$ cat src/rtl/sw_conditioner.sv
// Debounces a bank of toggle switches: 2-flop synchronizer, shared sample-tick prescaler,
// and a per-bit STABLE_N-sample agreement window that drives sw_clean plus edge pulses.
module sw_conditioner #(
  parameter int WIDTH    = 18,
  parameter int TICK_DIV = 50000,
  parameter int STABLE_N = 4
) (
  input  logic             CLOCK_50,
  input  logic             reset,
  input  logic [WIDTH-1:0] SW,
  output logic [WIDTH-1:0] sw_clean,
  output logic [WIDTH-1:0] sw_rise,
  output logic [WIDTH-1:0] sw_fall,
  output logic             sw_changed,
  output logic             tick
);

  localparam int CNT_W  = $clog2(TICK_DIV);
  localparam int HIST_W = STABLE_N - 1;
  localparam logic [CNT_W-1:0] CNT_MAX = CNT_W'(TICK_DIV - 1);

  logic [WIDTH-1:0]  r_sync1;
  logic [WIDTH-1:0]  r_sync2;
  logic [CNT_W-1:0]  r_cnt;
  logic              r_tick;
  logic [HIST_W-1:0] r_hist [WIDTH];
  logic [WIDTH-1:0]  r_clean;
  logic [WIDTH-1:0]  r_rise;
  logic [WIDTH-1:0]  r_fall;

  logic [HIST_W-1:0] w_hist_nxt [WIDTH];
  logic [WIDTH-1:0]  w_all1;
  logic [WIDTH-1:0]  w_all0;
  logic [WIDTH-1:0]  w_rise;
  logic [WIDTH-1:0]  w_fall;

  // Window is {hist, sync2}; the cast drops the oldest sample when shifting in the new one.
  always_comb begin
    for (int i = 0; i < WIDTH; i++) begin
      w_all1[i]     = (&r_hist[i]) & r_sync2[i];
      w_all0[i]     = ~(|r_hist[i]) & ~r_sync2[i];
      w_hist_nxt[i] = HIST_W'({r_hist[i], r_sync2[i]});
    end
    w_rise = w_all1 & ~r_clean;
    w_fall = w_all0 & r_clean;
  end

  always_ff @(posedge CLOCK_50) begin
    if (reset) begin
      r_sync1 <= '0;
      r_sync2 <= '0;
      r_cnt   <= '0;
      r_tick  <= 1'b0;
      r_clean <= '0;
      r_rise  <= '0;
      r_fall  <= '0;
      for (int i = 0; i < WIDTH; i++) begin
        r_hist[i] <= '0;
      end
    end else begin
      r_sync1 <= SW;
      r_sync2 <= r_sync1;
      r_tick  <= (r_cnt == CNT_MAX);
      r_cnt   <= (r_cnt == CNT_MAX) ? '0 : r_cnt + 1'b1;
      r_rise  <= '0;
      r_fall  <= '0;
      if (r_tick) begin
        for (int i = 0; i < WIDTH; i++) begin
          r_hist[i] <= w_hist_nxt[i];
        end
        r_clean <= (r_clean | w_rise) & ~w_fall;
        r_rise  <= w_rise;
        r_fall  <= w_fall;
      end
    end
  end

  assign sw_clean   = r_clean;
  assign sw_rise    = r_rise;
  assign sw_fall    = r_fall;
  assign sw_changed = |(r_rise | r_fall);
  assign tick       = r_tick;

endmodule

$ cat config.mk
export PLATFORM = sky130hd
export DESIGN_NAME = sw_conditioner
export DESIGN_NICKNAME = d
export VERILOG_FILES = /design/src/rtl/sw_conditioner.sv
export SDC_FILE = /design/constraint.sdc
export NUM_CORES = 1
export LEC_CHECK = 0
export ABC_AREA = 1
export CAP_MARGIN = 20
export CORE_MARGIN = 4
export CORE_UTILIZATION = 52
export DETAILED_ROUTE_END_ITERATION = 8
export PLACE_DENSITY = 0.75
export SYNTH_ARGS = -nofsm -noshare
export SYNTH_HDL_FRONTEND = slang
export SYNTH_SLANG_ARGS = --single-unit
$ cat constraint.sdc
create_clock -name CLOCK_50 -period 3.7 [get_ports CLOCK_50]
set_input_delay 0.555 -clock CLOCK_50 [delete_from_list [all_inputs] [get_ports CLOCK_50]]
set_output_delay 0.555 -clock CLOCK_50 [all_outputs]
set_load 0.01 [all_outputs]
# Yosys cells after proc, flatten, opt, wreduce, memory -nomap -nowiden
# Memories as Yosys holds them, arrays and structs flattened.
# Cells that the tools add are included.
# word_totals
register_bits,107
elab_cells,170
out_inout_bits,56
ram_bits,54
in_bits,20
mem_count,1
# memory_table
memory,depth,width,rd,rd_ports_with_merged_regs,write_ports,line,text
r_hist,18,3,18,0,18,26,logic [HIST_W-1:0] r_hist [WIDTH];
# classes
bitwise_logic,98
mux,23
n_eq_ne,1
reduce_logical,39
add_sub_neg,1
# op_table
op,count
bitwise AND 18 bit,3
2-to-1 mux 3 bit,18
AND reduction 3 bit,18
OR reduction 3 bit,18
NOT 1 bit,37
bitwise AND 1 bit,36
NOT 18 bit,2
bitwise OR 18 bit,2
bitwise OR 1 bit,18
OR reduction 18 bit,1
adder 16 x 1 -> 16 bit (second input constant),1
== test 16 bit (second input constant),1
2-to-1 mux 1 bit,5
OR reduction 2 bit,2

# Logic depth before layout (Yosys ltp)
# Gate-level depths: netlist (run 1).
# logic_depth
ltp_word,6
mapped_depth,7
ltp_nobuf,7

# Worst setup path before layout (run 1)
# OpenSTA, ideal clock, no wires.
# synth_timing
path_kind,register to register
startpoint,reg r_tick (netlist: tick)
endpoint,mem r_hist[0][0] (netlist name) (enable)
required_ns,3.287
synth_period_minus_slack_ns,2.313
path_stages_with_launch,5
path_buffers,2
arrival_time_ns,1.900
setup_time_ns,0.413
slack_ns,1.387
path_cell_list,dfxtp_1 > inv_2 > clkbuf_2 > buf_2 > nand2_1
# synth_rtl
element,line,text
from (decl),25,logic r_tick;
from (signal assigned),63,r_tick <= (r_cnt == CNT_MAX);
to (decl),26,

# Worst setup path after layout (run 1)
# layout_timing
startpoint,reg r_fall[6] (netlist: sw_fall[6])
endpoint,out sw_changed
# layout_via
elab_chain_len,2
# layout_lines
element,line,text
from (decl),29,logic [WIDTH-1:0] r_fall;
from (signal assigned),73,r_fall <= w_fall;
bitwise OR 18 bit,81,assign sw_changed = |(r_rise | r_fall);
OR reduction 18 bit,81,
to (decl),14,"output logic sw_changed,"
# Every way passes these cells.

==> results_dict.tcl, run 1 <==
set metrics [dict create \
    drc 0 \
    synth_top_family_by_area "simple AND/OR/NAND/NOR gates" \
    synthMuxAreaShare 0 \
    synthesis.area_um2 6110 \
    final_cell_count_no_fill 907 \
    crit_fanout 2 \
    start_kind "flop" \
    whs_ns 0.402 \
    fin_crit_sh 0.645 \
    cts_hold_buf 0 \
    synth.area.top_cells "dfxtp_1 (35%), edfxtp_1 (27%), nor2_1 (9.8%)" \
    reg2reg_slack_ns 1.40 \
    diodes 0 \
    synth.net_count 692 \
    grt_use_met3 0.0472 \
    core_um2 11500 \
    cts_inserted_buffers 17 \
    yosysSeqAreaShare 0.616 \
    cpMostUsedCell "nor2_1" \
    synth-async-reset-ratio 0 \
    grt.total_usage 0.188 \
    slowest_delay_ns 0.48 \
    grt_pass1_vias 4275 \
    nNetsFinal 772 \
    fillCellCount 888 \
    drive_gt1_frac 0.0864 \
    synthAdderAreaFrac 0.00205 \
    min_period_ns 2.39 \
    gp_congestion 0.867 \
    port_buffers 75 \
    hpwl_mm 8.04 \
    hp-class "reg2reg" \
    numPlacedInstances 875 \
    ys_seq_elements 161 \
    cts_tree "built" \
    synth_top_area_share 0.350 \
    crit_type "reg2out" \
    setup_tns_ns 0 \
    slew_violations 0 \
    synth_cells 671 \
    overflow 0 \
    finalClockSkew_ns 0.00454 \
    synth_compound_area_frac 0.0432 \
    yosys.area_share.simple 0.227 \
    worstMarginPinSlew_ns 1.00 \
    root_buffer "clkbuf_16" \
    post-synth-top-area-cell "dfxtp_1" \
    cts-resized-gates 0 \
    first_pass_iters 4 \
    fp.dieW_um 116 \
    synth_warnings 0 \
    ys_types 31 \
    vias 4462 \
    use_met2 0.318 \
    drt_iter0_markers 312 \
    area_growth_pct 23.3 \
    fmax_mhz 419 \
    required_ns 3.14 \
    clockBufferDepth 2 \
    num_io_pins 76 \
    wl_per_cell_um 13.1 \
    synth_xor_area_frac 0.00716 \
    critPathArrivalTime_ns 1.83 \
    htree_levels 4 \
    final-hold-violation-count 0 \
    ir_drop_v 0.000340 \
    grt_busiest_layer "met2" \
    rsz0062_at_grt "no" \
    via_per_inst 4.92 \
    slew_headroom 0.329 \
    setup_viol_count_final 0 \
    met1_usage 0.228 \
    insertion_delay_ns 0.42 \
    clkSlewWorstSetupHoldPaths_ns 0.06 \
    crit_chain "nor2_1, nand4_1, nor2_1, nand3_1, clkdlybuf4s50_1" \
    avgSynthCellArea_um2 9.11 \
    synth_ff_type "dfxtp_1" \
    layout_common_cells "nor2_1 (159), inv_1 (135), dfxtp_1 (107), clkdlybuf4s50_1 (74), edfxtp_1 (54)" \
    grt_max_degree 60 \
    die-area_um2 13600 \
    p_per_area_nw_per_um2 486 \
    clock_sinks 161 \
    drtAntennaViolNets 0 \
    slowest_stage "clkdlybuf4s50_1" \
    row_count 39 \
    grt_pass1_wl_mm 19.5 \
    antenna_found_initial 0 \
    drv_cap 0 \
    outcome "finished clean" \
    final_common_cell "nor2_1" \
    totalWireLength_mm 11.9 \
    synth_edf_count 54 \
    die-height_um 116 \
    initial_core_util 0.533 \
    post_cts_buffers 0 \
    end_kind "primary output" \
    p_leak_uw 0.00297 \
    total_power_uw 3660 \
]
-- flip-flops by register name, indices dropped and copies added, names as in the netlist --
name / flops
sw_rise: 18
sw_fall: 18
tick: 1
sw_clean: 18
r_hist: 54
r_cnt: 16
r_sync1: 18
r_sync2: 18
-- cells in the mapped netlist, types with 4 or more instances --
cell        n
nand4_1    16
nor3_2     17
a21oi_1     6
nor2_1    159
o21bai_1    9
edfxtp_1   54
nor2_2      5
inv_1     135
dfxtp_1   107
o22ai_1    10
o21ai_0    18
buf_2      12
nand3_1    36
nor3_1     10
buf_6       4
nand2_1    52
-- layer usage --
layer | share of wire | up-vias
met3 | 0.059 | 19
met5 | 0 | -
met2 | 0.50 | 111
met1 | 0.43 | 2063
met4 | 0.018 | 0
li1 | - | 2269
-- report_power, final --
group          switching [uW]  internal (uW)  total [uW]
combinational            61.5           40.5         102
sequential               23.9           1870        1890
clock                     654           1010        1670
total                     740           2920        3660
-- worst paths after layout --
kind                                  start          end  depth (start not counted)
worst max-delay path             sw_fall[6]   sw_changed                          5
worst min-delay path            r_sync1[12]  r_sync2[12]                          2
worst max register to register         tick  sw_clean[5]                          5
worst min register to register  r_sync1[12]  r_sync2[12]                          2
-- per-stage QoR --
| step | util | worst slack [ns] | cell area (um^2) |
|---|---|---|---|
| final | 0.658 | 1.31 | 7540 |
| after global routing | 0.658 | 1.21 | 7540 |
| after CTS | 0.658 | 1.31 | 7540 |
| after detailed placement | 0.607 | 1.36 | 6960 |
| after global placement | 0.607 | 1.42 | 6960 |
| after floorplan | - | 1.39 | 6110 |
-- kinds of logic after synthesis --
group           Yosys count
xor+xnor                  5
compound gates           45
flops                   161
buf+inv                 156
fa+ha+maj                 1
simple gates            303
-- critical path, delay by kind of cell, from the launching register on --
| family | cells | cell delay, ns |
|---|---|---|
| AND/OR/NAND/NOR | 4 | 0.60 |
| buffers and inverters | 1 | 0.48 |
| flip-flops | 1 | 0.34 |
-- cell type report --
type	count	area, um^2	share of cell area
flip-flops and latches	161	3760	0.499
multi-input cells	354	1710	0.227
repair buffers	80	796	0.106
inverters	137	514	0.0682
clock buffers	22	497	0.0659
well taps	143	179	0.0237
clock inverters	10	80.1	0.0106
No activity file was read; power rests on OpenSTA's default activity.
==> run 2: changes to the inputs <==
==> constraint.sdc (replaced) <==
create_clock -name CLOCK_50 -period 2.33 [get_ports CLOCK_50]
set_input_delay 0.3495 -clock CLOCK_50 [delete_from_list [all_inputs] [get_ports CLOCK_50]]
set_output_delay 0.3495 -clock CLOCK_50 [all_outputs]
set_load 0.01 [all_outputs]
==> run 2 against run 1 <==
Sequential share of layout area is 0.17 points lower. Clock skew hardly changed. Largest cell class unchanged. Final cell count stayed put. Highest routed layer unchanged. Die area stayed put. Setup slack worse by 1.1 ns. Largest power group unchanged. Count of clock-buffer cells in the layout is 4 higher. Routed wire length is 6.3% lower. Worst hold slack worse by 0.0031 ns. Critical path type unchanged.
==> results_dict.tcl, run 2 (synthesis results as in run 1) <==
set metrics [dict create \
    outcome "finished clean" \
    slowest_stage "clkdlybuf4s50_1" \
    whs_ns 0.399 \
    slew_headroom 0.585 \
    clockBufferDepth 2 \
    clock_sinks 161 \
    hp-start "r_sync1[3]" \
    slew_violations 0 \
    hp-class "reg2reg" \
    crit_fanout 2 \
    grt_busiest_layer "met2" \
    drtAntennaViolNets 0 \
    die-height_um 116 \
    initial_core_util 0.533 \
    reg2reg_from "tick" \
    cts_inserted_buffers 17 \
    fp.dieW_um 116 \
    clkSlewWorstSetupHoldPaths_ns 0.06 \
    nNetsFinal 772 \
    pwr-share-clk 0.458 \
    layout_common_cells "nor2_1 (159), inv_1 (135), dfxtp_1 (107), clkdlybuf4s50_1 (74), edfxtp_1 (54)" \
    port_buffers 75 \
    switching_power_uw 1120 \
    largest_reg_flops 54 \
    dpl_cell_area_um2 6990 \
    p_per_area_nw_per_um2 772 \
    required_ns 1.98 \
    internal_power_uw 4720 \
    antenna_found_initial 0 \
    crit_family "simple AND/OR/NAND/NOR gates" \
    cts-resized-gates 0 \
    post_cts_buffers 0 \
    grt_pass1_vias 4094 \
    final_cell_count_no_fill 907 \
    final_cell_area_um2 7570 \
    drive_gt1_frac 0.0825 \
    cpMostUsedCell "nor2_1" \
    swShare 0.192 \
    worst-path-buf-inv 1 \
    num_io_pins 76 \
    crit_type "reg2out" \
    seq_power_share 0.515 \
    vias 4358 \
    overflow 0 \
    core_um2 11500 \
    grt_max_degree 56 \
    diodes 0 \
    row_count 39 \
    end_kind "primary output" \
    drc 0 \
    fmax_mhz 473 \
    setup_tns_ns 0 \
    utilization 0.660 \
    hpwl_mm 7.71 \
    p_leak_uw 0.00299 \
    root_buffer "clkbuf_16" \
    drt_iter0_markers 248 \
    fin_crit_sh 0.907 \
    area_growth_pct 23.7 \
    min_period_ns 2.11 \
    met1_usage 0.216 \
    crit_path_start "sw_rise[6]" \
    insertion_delay_ns 0.41 \
    first_pass_iters 5 \
    grt_use_met3 0.0497 \
    via_per_inst 4.80 \
    totalWireLength_mm 11.1 \
    ir_drop_v 0.000565 \
    grt.total_usage 0.174 \
    gp_congestion 0.825 \
    grt_pass1_wl_mm 18.2 \
    numPlacedInstances 875 \
    wl_per_cell_um 12.2 \
    cts_hold_buf 0 \
    worstMarginPinSlew_ns 0.622 \
    rsz0062_at_grt "no" \
    slowest_delay_ns 0.48 \
    setup_viol_count_final 0 \
    cts_tree "built" \
    die-area_um2 13600 \
    combPwrFrac 0.027 \
    critPathArrivalTime_ns 1.76 \
    finalClockSkew_ns 0.00446 \
    htree_levels 4 \
    final-hold-violation-count 0 \
    crit_chain "nor2_1, nand4_1, nor2_1, nand3_1, clkdlybuf4s50_1" \
    final_common_cell "nor2_1" \
    start_kind "flop" \
    use_met2 0.283 \
    drv_cap 0 \
    top_register "r_hist" \
]
-- run 2: worst min-delay path, stage by stage (launching register included) --
cell and delay (ns):
dfxtp_1 0.29, inv_1 0.04, nor2_1 0.03
-- run 2: worst paths after layout --
path / end / slack (ns) / depth (start not counted)
setup / recovery: sw_changed / 0.22 / 5
hold / removal: r_sync2[3] / 0.40 / 2
setup reg to reg: sw_clean[2] / 0.67 / 6
hold reg to reg: r_sync2[3] / 0.40 / 2
-- run 2: metal layers --
metal  part of all wire  up-vias
li1                   -     2257
met1               0.45     2000
met2               0.48       85
met3              0.051       16
met4              0.016        0
met5                  0        -
-- run 2: final cells by class --
| class | count | area, um^2 |
|---|---|---|
| clock buffers | 26 | 499 |
| clock inverters | 6 | 78.8 |
| fillers | 876 | 3900 |
| inverters | 137 | 514 |
| multi-input cells | 354 | 1710 |
| flip-flops and latches | 161 | 3760 |
| well taps | 143 | 179 |
| repair buffers | 80 | 821 |
-- run 2: stage by stage --
stage,power (uW),worst slack [ns]
6_report,5840,0.216
5_1_grt,6030,0.111
4_1_cts,5880,0.178
3_5_place_dp,3230,0.638
3_3_place_gp,3220,0.632
2_1_floorplan,3160,0.0170
-- run 2: power by group through the flow --
stage	sequential [uW]	combinational [uW]	clock [uW]
final	3000	160	2670
after global routing	3010	183	2840
after CTS	3000	163	2720
after detailed placement	3060	162	0
after global placement	3060	158	0
after floorplan	3060	105	0
